[src/rtl/hazard_stall_unit_pkg.sv]
// Shared ISA constants, instruction field positions and the multdiv wait-state
// encoding used by the hazard/stall controller.
package hazard_stall_unit_pkg;

  localparam logic [4:0] OP_ALU  = 5'b00000;
  localparam logic [4:0] OP_BNE  = 5'b00010;
  localparam logic [4:0] OP_JR   = 5'b00100;
  localparam logic [4:0] OP_ADDI = 5'b00101;
  localparam logic [4:0] OP_BLT  = 5'b00110;
  localparam logic [4:0] OP_SW   = 5'b00111;
  localparam logic [4:0] OP_LW   = 5'b01000;

  localparam logic [4:0] ALU_MUL = 5'b00110;
  localparam logic [4:0] ALU_DIV = 5'b00111;

  localparam int OPC_HI   = 31;
  localparam int OPC_LO   = 27;
  localparam int RD_HI    = 26;
  localparam int RD_LO    = 22;
  localparam int RS_HI    = 21;
  localparam int RS_LO    = 17;
  localparam int RT_HI    = 16;
  localparam int RT_LO    = 12;
  localparam int ALUOP_HI = 6;
  localparam int ALUOP_LO = 2;

  typedef enum logic [1:0] {
    MD_IDLE  = 2'd0,
    MD_START = 2'd1,
    MD_WAIT  = 2'd2
  } md_state_t;

endpackage

[src/rtl/hazard_stall_unit_if.sv]
// Pipeline-side signal bundle of the hazard/stall controller: latched
// instructions, multdiv handshake and the stall/bubble controls.
interface hazard_stall_unit_if;
  logic [31:0] fd_ir;
  logic [31:0] dx_ir;
  logic        md_ready;
  logic        md_exception;
  logic        ctrl_mult;
  logic        ctrl_div;
  logic        stall_front;
  logic        stall_dx;
  logic        bubble_dx;
  logic        bubble_xm;
  logic        md_latch;
  logic        md_timeout;

  modport master (
    output fd_ir, dx_ir, md_ready, md_exception,
    input  ctrl_mult, ctrl_div, stall_front, stall_dx, bubble_dx, bubble_xm,
           md_latch, md_timeout
  );

  modport slave (
    input  fd_ir, dx_ir, md_ready, md_exception,
    output ctrl_mult, ctrl_div, stall_front, stall_dx, bubble_dx, bubble_xm,
           md_latch, md_timeout
  );
endinterface

[src/rtl/hazard_stall_unit_insn_src_decode.sv]
// Combinational decode of which registers an instruction reads, plus the
// load/store/multdiv classification the stall logic needs.
module insn_src_decode
  import hazard_stall_unit_pkg::*;
(
  input  logic [31:0] ir,
  output logic [4:0]  src_a,
  output logic [4:0]  src_b,
  output logic        uses_a,
  output logic        uses_b,
  output logic        is_lw,
  output logic        is_sw,
  output logic        is_muldiv,
  output logic        is_mul
);
  logic [4:0] opcode;
  logic [4:0] aluop;
  logic       unused_bits;

  assign opcode      = ir[OPC_HI:OPC_LO];
  assign aluop       = ir[ALUOP_HI:ALUOP_LO];
  assign src_a       = ir[RS_HI:RS_LO];
  assign is_lw       = (opcode == OP_LW);
  assign is_sw       = (opcode == OP_SW);
  assign is_mul      = (opcode == OP_ALU) && (aluop == ALU_MUL);
  assign is_muldiv   = (opcode == OP_ALU) && ((aluop == ALU_MUL) || (aluop == ALU_DIV));
  assign unused_bits = ^{ir[11:7], ir[1:0]};

  // Stores and branches compare/store the register named in the rd field.
  always_comb begin
    uses_a = 1'b0;
    uses_b = 1'b0;
    src_b  = ir[RT_HI:RT_LO];
    case (opcode)
      OP_ALU: begin
        uses_a = 1'b1;
        uses_b = 1'b1;
      end
      OP_ADDI, OP_LW: uses_a = 1'b1;
      OP_SW, OP_BNE, OP_BLT: begin
        uses_a = 1'b1;
        uses_b = 1'b1;
        src_b  = ir[RD_HI:RD_LO];
      end
      OP_JR: begin
        uses_b = 1'b1;
        src_b  = ir[RD_HI:RD_LO];
      end
      default: ;
    endcase
  end
endmodule

[src/rtl/hazard_stall_unit.sv]
// Load-use and multdiv-occupancy stall controller for the 5-stage core; also
// issues the multdiv start pulse and waits for its result (with timeout).
module hazard_stall_unit
  import hazard_stall_unit_pkg::*;
#(
  parameter int MD_TIMEOUT = 64,
  parameter int CNT_W      = 7
) (
  input  logic               clock,
  input  logic               reset,
  hazard_stall_unit_if.slave hs
);
  localparam logic [CNT_W-1:0] LAST = CNT_W'(MD_TIMEOUT - 1);

  logic [4:0] fd_src_a, fd_src_b, dx_src_a, dx_src_b, dx_rd;
  logic       fd_uses_a, fd_uses_b, fd_is_lw, fd_is_sw, fd_is_muldiv, fd_is_mul;
  logic       dx_uses_a, dx_uses_b, dx_is_lw, dx_is_sw, dx_is_muldiv, dx_is_mul;
  logic       load_use, sw_bypass, md_issue, md_done, md_hold, md_busy;
  logic       unused_sigs;

  md_state_t        state;
  logic [CNT_W-1:0] cnt;
  logic             timeout_q;

  insn_src_decode u_fd_dec (
    .ir(hs.fd_ir), .src_a(fd_src_a), .src_b(fd_src_b), .uses_a(fd_uses_a),
    .uses_b(fd_uses_b), .is_lw(fd_is_lw), .is_sw(fd_is_sw),
    .is_muldiv(fd_is_muldiv), .is_mul(fd_is_mul)
  );

  insn_src_decode u_dx_dec (
    .ir(hs.dx_ir), .src_a(dx_src_a), .src_b(dx_src_b), .uses_a(dx_uses_a),
    .uses_b(dx_uses_b), .is_lw(dx_is_lw), .is_sw(dx_is_sw),
    .is_muldiv(dx_is_muldiv), .is_mul(dx_is_mul)
  );

  assign unused_sigs = ^{dx_src_a, dx_src_b, dx_uses_a, dx_uses_b, dx_is_sw,
                         fd_is_lw, fd_is_muldiv, fd_is_mul, hs.md_exception};

  // A store of the loaded value (base register untouched) is served by the memory bypass.
  assign dx_rd     = hs.dx_ir[RD_HI:RD_LO];
  assign sw_bypass = fd_is_sw && (fd_src_b == dx_rd) && (fd_src_a != dx_rd);
  assign load_use  = dx_is_lw && (dx_rd != 5'd0) && !sw_bypass &&
                     ((fd_uses_a && (fd_src_a == dx_rd)) || (fd_uses_b && (fd_src_b == dx_rd)));

  assign md_issue = (state == MD_IDLE) && dx_is_muldiv;
  assign md_done  = ((state == MD_START) && hs.md_ready) ||
                    ((state == MD_WAIT) && (hs.md_ready || (cnt == LAST)));
  assign md_hold  = md_issue || ((state != MD_IDLE) && !md_done);
  assign md_busy  = md_issue || (state != MD_IDLE);

  always_ff @(posedge clock or negedge reset) begin
    if (!reset) begin
      state     <= MD_IDLE;
      cnt       <= '0;
      timeout_q <= 1'b0;
    end else begin
      case (state)
        MD_IDLE: if (dx_is_muldiv) state <= MD_START;
        MD_START: begin
          cnt   <= '0;
          state <= hs.md_ready ? MD_IDLE : MD_WAIT;
        end
        MD_WAIT: begin
          if (hs.md_ready) begin
            state <= MD_IDLE;
          end else if (cnt == LAST) begin
            state     <= MD_IDLE;
            timeout_q <= 1'b1;
          end else begin
            cnt <= cnt + CNT_W'(1);
          end
        end
        default: state <= MD_IDLE;
      endcase
    end
  end

  // Combinational controls are gated by reset so they drop the instant reset asserts.
  assign hs.ctrl_mult   = reset && md_issue && dx_is_mul;
  assign hs.ctrl_div    = reset && md_issue && !dx_is_mul;
  assign hs.stall_front = reset && (md_hold || (load_use && !md_busy));
  assign hs.stall_dx    = reset && md_hold;
  assign hs.bubble_dx   = reset && load_use && !md_busy;
  assign hs.bubble_xm   = reset && md_hold;
  assign hs.md_latch    = reset && md_done;
  assign hs.md_timeout  = timeout_q;
endmodule

[src/flat_wrapper.sv]
// flat-port wrapper written by rule: the top's interface ports become plain ports
module hazard_stall_unit_flat import hazard_stall_unit_pkg::*;
#(
  parameter int MD_TIMEOUT = 64,
  parameter int CNT_W      = 7
)
  (clock, reset, hs_fd_ir, hs_dx_ir, hs_md_ready, hs_md_exception, hs_ctrl_mult, hs_ctrl_div, hs_stall_front, hs_stall_dx, hs_bubble_dx, hs_bubble_xm, hs_md_latch, hs_md_timeout);
  hazard_stall_unit_if hs_i ();
  input  logic clock;
  input  logic reset;
  input wire logic [$bits(hs_i.fd_ir)-1:0] hs_fd_ir;
  input wire logic [$bits(hs_i.dx_ir)-1:0] hs_dx_ir;
  input wire logic [$bits(hs_i.md_ready)-1:0] hs_md_ready;
  input wire logic [$bits(hs_i.md_exception)-1:0] hs_md_exception;
  output wire logic [$bits(hs_i.ctrl_mult)-1:0] hs_ctrl_mult;
  output wire logic [$bits(hs_i.ctrl_div)-1:0] hs_ctrl_div;
  output wire logic [$bits(hs_i.stall_front)-1:0] hs_stall_front;
  output wire logic [$bits(hs_i.stall_dx)-1:0] hs_stall_dx;
  output wire logic [$bits(hs_i.bubble_dx)-1:0] hs_bubble_dx;
  output wire logic [$bits(hs_i.bubble_xm)-1:0] hs_bubble_xm;
  output wire logic [$bits(hs_i.md_latch)-1:0] hs_md_latch;
  output wire logic [$bits(hs_i.md_timeout)-1:0] hs_md_timeout;
  assign hs_i.fd_ir = hs_fd_ir;
  assign hs_i.dx_ir = hs_dx_ir;
  assign hs_i.md_ready = hs_md_ready;
  assign hs_i.md_exception = hs_md_exception;
  assign hs_ctrl_mult = hs_i.ctrl_mult;
  assign hs_ctrl_div = hs_i.ctrl_div;
  assign hs_stall_front = hs_i.stall_front;
  assign hs_stall_dx = hs_i.stall_dx;
  assign hs_bubble_dx = hs_i.bubble_dx;
  assign hs_bubble_xm = hs_i.bubble_xm;
  assign hs_md_latch = hs_i.md_latch;
  assign hs_md_timeout = hs_i.md_timeout;
  hazard_stall_unit #(.MD_TIMEOUT(MD_TIMEOUT), .CNT_W(CNT_W)) u_core (.clock(clock), .reset(reset), .hs(hs_i));
endmodule
[config.mk]
export PLATFORM = sky130hd
export DESIGN_NAME = hazard_stall_unit_flat
export DESIGN_NICKNAME = d
export VERILOG_FILES = /design/src/rtl/hazard_stall_unit_pkg.sv /design/src/rtl/hazard_stall_unit_if.sv /design/src/rtl/hazard_stall_unit_insn_src_decode.sv /design/src/rtl/hazard_stall_unit.sv /design/src/flat_wrapper.sv
export SDC_FILE = /design/constraint.sdc
export NUM_CORES = 1
export LEC_CHECK = 0
export CAP_MARGIN = 10
export CORE_ASPECT_RATIO = 0.9
export CORE_MARGIN = 2
export CORE_UTILIZATION = 30
export CTS_CLUSTER_DIAMETER = 30
export DETAILED_ROUTE_END_ITERATION = 10
export PLACE_DENSITY_LB_ADDON = 0.3
export SKIP_CTS_REPAIR_TIMING = 1
export SKIP_LAST_GASP = 1
export SLEW_MARGIN = 0
export SYNTH_ARGS = -nofsm -noshare
export SYNTH_HDL_FRONTEND = slang
export SYNTH_SLANG_ARGS = --single-unit
[constraint.sdc]
create_clock -name clock -period 1.8 [get_ports clock]
set_clock_uncertainty 0.15 [all_clocks]
set_input_delay 0.36 -clock clock [delete_from_list [all_inputs] [get_ports clock]]
set_output_delay 0.36 -clock clock [all_outputs]
set_load 0.1 [all_outputs]
==> results.sh, run 1 <==
export IMPL_cp_max_fo=3
export IMPL_io_pins=76
export IMPL_vdd_ir_drop_worst_uv=214
export IMPL_fmax_ghz=0.406
export IMPL_cts_htree_levels=1
export IMPL_hold_class="in -> async"
export IMPL_slew_headroom=0.798
export IMPL_grt_pass1_wl_microns=5520
export IMPL_cp_start_kind="primary input"
export IMPL_crit_type="in -> out"
export IMPL_fin_nets=283
export IMPL_r2r_end="u_core.cnt[4]"
export IMPL_clock_sinks=10
export IMPL_fp_dieArea_sq_um=3660
export IMPL_slew_violations=0
export IMPL_grt_pass1_vias=1257
export IMPL_cts_buffers=3
export IMPL_antenna_cells=0
export IMPL_initial_core_util=0.315
export IMPL_grt_total_usage=0.189
export IMPL_outcome="complete, but fails checks"
export IMPL_via_per_inst=4.99
export IMPL_finalCriticalPeriod_ns=2.46
export IMPL_avgSynthCellArea_sq_um=7.78
export IMPL_syn_nets=192
export IMPL_final_cell_mix="38 x buf_4, 21 x dlymetal6s2s_1, 12 x clkdlybuf4s50_1, 10 x dfrtp_1"
export IMPL_max_cap_violations=0
export IMPL_drtIter0Drc=31
export IMPL_drt_wl_total_microns=3690
export IMPL_fill_cells=221
export IMPL_hold_viol=0
export IMPL_async_flop_share=1.00
export IMPL_overflow=0
export IMPL_fp_row_count=19
export IMPL_netlist_area_sq_um=957
export IMPL_violations="negative setup slack"
export IMPL_finalSetupViolations=8
export IMPL_worstMarginPinSlew_ns=0.299
export IMPL_syn_to_final_growth_pct=131
export IMPL_cp_required_ns=1.29
export IMPL_synth_cells=123
export IMPL_synth_top_area_frac=0.261
export IMPL_cp_data_arrival_time_ns=1.95
export IMPL_drcViolationCount=0
export IMPL_synth_ff_type="dfrtp_1"
export IMPL_ys_seq_area_frac=0.261
export IMPL_gp_congestion=0.898
export IMPL_grt_max_degree=11
export IMPL_dr_total_vias=1273
export IMPL_r2r_start="u_core.cnt[4]"
export IMPL_antenna_found_initial=0
export IMPL_root_buffer="clkbuf_4"
export IMPL_dp_final_hpwl_microns=2640
export IMPL_ant_nets=0
export IMPL_final_common_cell="buf_4"
export IMPL_die_w_microns=63.5
export IMPL_endpoint_kind="output port"
export IMPL_synth_edf_count=0
export IMPL_yosysUniqueCellTypes=43
export IMPL_cts_tree="yes"
export IMPL_setup_slack_ns=-0.661
export IMPL_placed_cell_area_sq_um=1910
export IMPL_clk_pin_slew_worst_paths_ns=0.08
export IMPL_wl_per_cell_microns=14.5
export IMPL_synth_yosys_warnings=0
export IMPL_core_area_sq_um=3040
export IMPL_multi_input_area_sq_um=912
export IMPL_die_height_microns=57.6
export IMPL_stdcell_area_sq_um=2210
export IMPL_rr_worst_depth=7
export IMPL_register_area_sq_um=250
export IMPL_p_leak_uw=0.00109
export IMPL_p_per_area_nw_per_um2=343
export IMPL_power_uw=758
export IMPL_cts_buffer_depth=2
export IMPL_rsz0062_at_grt="true"
export IMPL_drtPass1Iterations=4
export IMPL_clkLatencyLatePin_ns=0.28
export IMPL_yosys_area_top_type="dfrtp_1"
export IMPL_ys_ff_latch=10
export IMPL_ys_top_cells_by_area="dfrtp_1 26%, a21oi_1 6.3%, xor2_1 5.5%, nor2_1 4.7%, xnor2_1 3.7%"
export IMPL_reg2reg_setup_slack_ns=-0.02
export IMPL_final_util=0.727
export IMPL_fin_crit_sh=1.37
export IMPL_drive_gt1_frac=0.451
export IMPL_io_buffer_count=45
## cell type report
cell class,instances,share of cell area
Timing Repair Buffer,89,0.417
Multi-Input combinational cell,100,0.413
Sequential cell,10,0.113
Tap cell,42,0.0238
Inverter,10,0.0170
Clock buffer,4,0.0164
## per-layer routing
layer  global-route usage  wire [microns]  up-vias
li1                     -               -      629
met1                0.246            1580      606
met2                0.317            1900       32
met3               0.0473             166        6
met4               0.0466              45        0
met5                    0               0        -
## Yosys cell counts, drive strengths merged (2+ instances only)
| library cell | n |
|---|---|
| nand4 | 2 |
| a21oi | 12 |
| clkbuf | 2 |
| o21bai | 3 |
| nand3b | 2 |
| nor3 | 6 |
| o22ai | 2 |
| nand3 | 5 |
| dfrtp | 10 |
| o21ai | 6 |
| nor2b | 4 |
| nand2 | 9 |
| a21o | 2 |
| nor2 | 12 |
| a211o | 2 |
| xnor2 | 4 |
| xor2 | 6 |
| inv | 10 |
| and3 | 3 |
| nor4 | 2 |
## cells by family (layout without fill, tap and decap cells)
| group | after synthesis | count (layout) | share of synthesized area |
|---|---|---|---|
| DFF | 10 | 10 | 0.261 |
| buffers and inverters | 13 | 103 | 0.0549 |
| muxes | 1 | 1 | 0.0105 |
| adders and majority gates | 1 | 1 | 0.0131 |
| AOI/OAI and AO/OA | 37 | 37 | 0.261 |
| xor gates and xnor gates | 10 | 10 | 0.0915 |
| and+or+nand+nor | 51 | 51 | 0.307 |
## flip-flops by register name, indices dropped and copies added (netlist names)
register / flops
u_core.cnt: 7
u_core.hs.md_timeout: 1
u_core.state: 2
## metrics by stage
stage	hold slack (ns)	TNS [ns]	setup WS, ns	cells
global placement	0.372	-5.96	-0.952	243
detailed placement	0.380	-6.24	-0.993	243
CTS	0.277	-5.59	-1.00	247
global route	0.325	-4.56	-0.749	255
floorplan	-0.0856	-3.10	-0.636	123
finish	0.299	-4.03	-0.661	255
## worst max-delay path by stage
stage                 start        endpoint  slack, ns
2_1_floorplan  hs_dx_ir[31]  hs_stall_front      -0.64
3_3_place_gp   hs_dx_ir[31]  hs_stall_front      -0.95
3_5_place_dp   hs_dx_ir[31]  hs_stall_front      -0.99
4_1_cts        hs_dx_ir[31]  hs_stall_front      -1.00
5_1_grt        hs_fd_ir[17]  hs_stall_front      -0.75
6_report       hs_fd_ir[17]  hs_stall_front      -0.66
## critical path: stages
cell and delay, ns:
clkdlybuf4s50_1 0.47, xor2_1 0.26, nor3_4 0.11, buf_6 0.13
o21ai_4 0.21, o21bai_4 0.06, o21bai_4 0.18, buf_12 0.17
## power breakdown
part | total [uW] | switching (uW) | internal (uW)
logic | 305 | 129 | 177
registers | 241 | 8.08 | 233
clock network | 211 | 88.1 | 123
total | 758 | 225 | 533
Power figures use the tool's default switching activity.
==> run 2, diff against run 1 <==
--- a/config.mk
+++ b/config.mk
@@ -8,7 +8,8 @@
 export CAP_MARGIN = 10
 export CORE_ASPECT_RATIO = 0.9
 export CORE_MARGIN = 2
-export CORE_UTILIZATION = 30
+export CORE_UTILIZATION = 31
+export CTS_BUF_LIST = sky130_fd_sc_hd__clkbuf_8
 export CTS_CLUSTER_DIAMETER = 30
 export DETAILED_ROUTE_END_ITERATION = 10
 export PLACE_DENSITY_LB_ADDON = 0.3
==> run 2 against run 1 <==
Critical path depth unchanged. Combinational power increased by 4%. Wire length increased by 18%. Largest power group unchanged. The flow still finishes with violations (negative setup slack). Final cell count decreased by 0.39%. Highest routed layer unchanged. Setup slack got worse by 0.088 ns. Critical path type unchanged. Utilization increased by 1.1 points. Global-route usage increased by 0.38 points. Non-clock buffer count unchanged. Sequential cell count unchanged.
==> results.sh, run 2 (synthesis gave the netlist of run 1 again) <==
export IMPL_outcome="complete, but fails checks"
export IMPL_violations="negative setup slack"
export IMPL_dp_cells=241
export IMPL_finalCriticalPeriod_ns=2.55
export IMPL_cts_buffers=3
export IMPL_worstMarginPinSlew_ns=0.712
export IMPL_endpoint_kind="output port"
export IMPL_finalSetupViolations=11
export IMPL_max_cap_violations=0
export IMPL_fin_nets=283
export IMPL_cp_data_arrival_time_ns=2.04
export IMPL_wl_per_cell_microns=17.1
export IMPL_antenna_found_initial=0
export IMPL_clkLatencyLatePin_ns=0.24
export IMPL_cp_required_ns=1.29
export IMPL_drcViolationCount=0
export IMPL_grt_util_met3=0.0541
export IMPL_cts_htree_levels=1
export IMPL_p_per_area_nw_per_um2=360
export IMPL_largest_reg_flops=7
export IMPL_reg2reg_setup_slack_ns=-0.07
export IMPL_final_util=0.738
export IMPL_dp_final_hpwl_microns=2750
export IMPL_cts_buffer_depth=2
export IMPL_crit_type="in -> out"
export IMPL_use_met2=0.350
export IMPL_final_cell_mix="38 x buf_4, 19 x dlymetal6s2s_1, 16 x clkdlybuf4s50_1, 10 x dfrtp_1"
export IMPL_instances_no_fill=254
export IMPL_grt_total_usage=0.193
export IMPL_clock_sinks=10
export IMPL_grt_use_met1=0.235
export IMPL_min_path_cells=4
export IMPL_dr_total_vias=1377
export IMPL_drive_gt1_frac=0.425
export IMPL_hold_class="in -> reg"
export IMPL_syn_to_final_growth_pct=131
export IMPL_r2r_start="u_core.cnt[4]"
export IMPL_overflow=0
export IMPL_drtIter0Drc=87
export IMPL_setup_slack_ns=-0.748
export IMPL_p_leak_uw=0.00108
export IMPL_gp_congestion=0.897
export IMPL_r2r_end="u_core.cnt[5]"
export IMPL_drt_wl_total_microns=4340
export IMPL_hold_viol=0
export IMPL_slew_violations=0
export IMPL_ant_nets=0
export IMPL_hp_start="hs_dx_ir[29]"
export IMPL_cp_start_kind="primary input"
export IMPL_fmax_ghz=0.392
export IMPL_core_area_sq_um=3000
export IMPL_grt_pass1_vias=1231
export IMPL_via_per_inst=5.42
export IMPL_io_pins=76
export IMPL_die_w_microns=62.6
export IMPL_min_to="u_core.state[0]"
export IMPL_die_height_microns=56.7
export IMPL_io_buffer_count=45
export IMPL_fp_dieArea_sq_um=3550
export IMPL_cts_tree="yes"
export IMPL_slew_headroom=0.519
export IMPL_root_buffer="clkbuf_8"
export IMPL_grt_pass1_wl_microns=5420
export IMPL_vdd_ir_drop_worst_uv=335
export IMPL_clk_pin_slew_worst_paths_ns=0.05
export IMPL_fp_row_count=19
export IMPL_final_common_cell="buf_4"
export IMPL_drtPass1Iterations=4
export IMPL_grt_max_degree=12
export IMPL_cp_max_fo=3
export IMPL_rsz0062_at_grt="true"
export IMPL_antenna_cells=0
export IMPL_initial_core_util=0.320
export IMPL_fin_crit_sh=1.42
export IMPL_grt_busiest_layer="met2"
export IMPL_rr_worst_depth=9
export IMPL_regMostFlops="u_core.cnt"
==> run 2: worst max path at each step <==
stage / from / to / slack (ns) / cells past startpoint
2_1_floorplan: hs_dx_ir[31] / hs_stall_front / -0.64 / 6
3_3_place_gp: hs_dx_ir[31] / hs_stall_front / -0.95 / 8
3_5_place_dp: hs_dx_ir[31] / hs_stall_front / -1.0 / 8
4_1_cts: hs_dx_ir[31] / hs_stall_front / -1.01 / 8
5_1_grt: hs_dx_ir[27] / hs_bubble_dx / -0.80 / 8
6_report: hs_dx_ir[29] / hs_bubble_dx / -0.75 / 8
==> run 2: per-stage QoR <==
stage               area [sq um]  setup TNS [ns]  hold WS, ns  power [uW]  setup slack (ns)
finish                      2210           -3.99        0.385         795            -0.748
global route                2210           -4.65        0.393         832            -0.803
CTS                         1930           -5.70        0.390         745             -1.01
detailed placement          1890           -6.53        0.387         510            -0.996
global placement            1890           -6.11        0.369         498            -0.950
floorplan                   1070           -3.10      -0.0856         337            -0.636
==> run 2: final cells by class <==
| class | instances | area, sq um |
|---|---|---|
| clock buffers | 3 | 41.3 |
| well taps | 42 | 52.6 |
| fillers | 215 | 786 |
| flip-flops and latches | 10 | 250 |
| multi-input cells | 100 | 901 |
| repair buffers | 89 | 927 |
| inverters | 10 | 37.5 |
==> run 2: worst max-delay path, cell delays in order <==
cell,delay (ns)
buf_6,0.09
or4_4,0.53
nor3_4,0.26
and4_4,0.27
o21ai_4,0.09
buf_6,0.13
a21oi_4,0.13
buf_12,0.19
==> run 2: per-layer routing <==
metal | up-vias | wire length (microns)
met5 | - | 0
met4 | 0 | 259
met3 | 24 | 340
met2 | 81 | 2150
met1 | 645 | 1590
li1 | 627 | -
==> run 2: power by group <==
part | internal, uW | switching [uW] | leakage [uW]
Clock | 147 | 87.8 | 0.0000216
Combinational | 182 | 137 | 0.000931
Sequential | 234 | 8.20 | 0.000131
Total | 562 | 233 | 0.00108
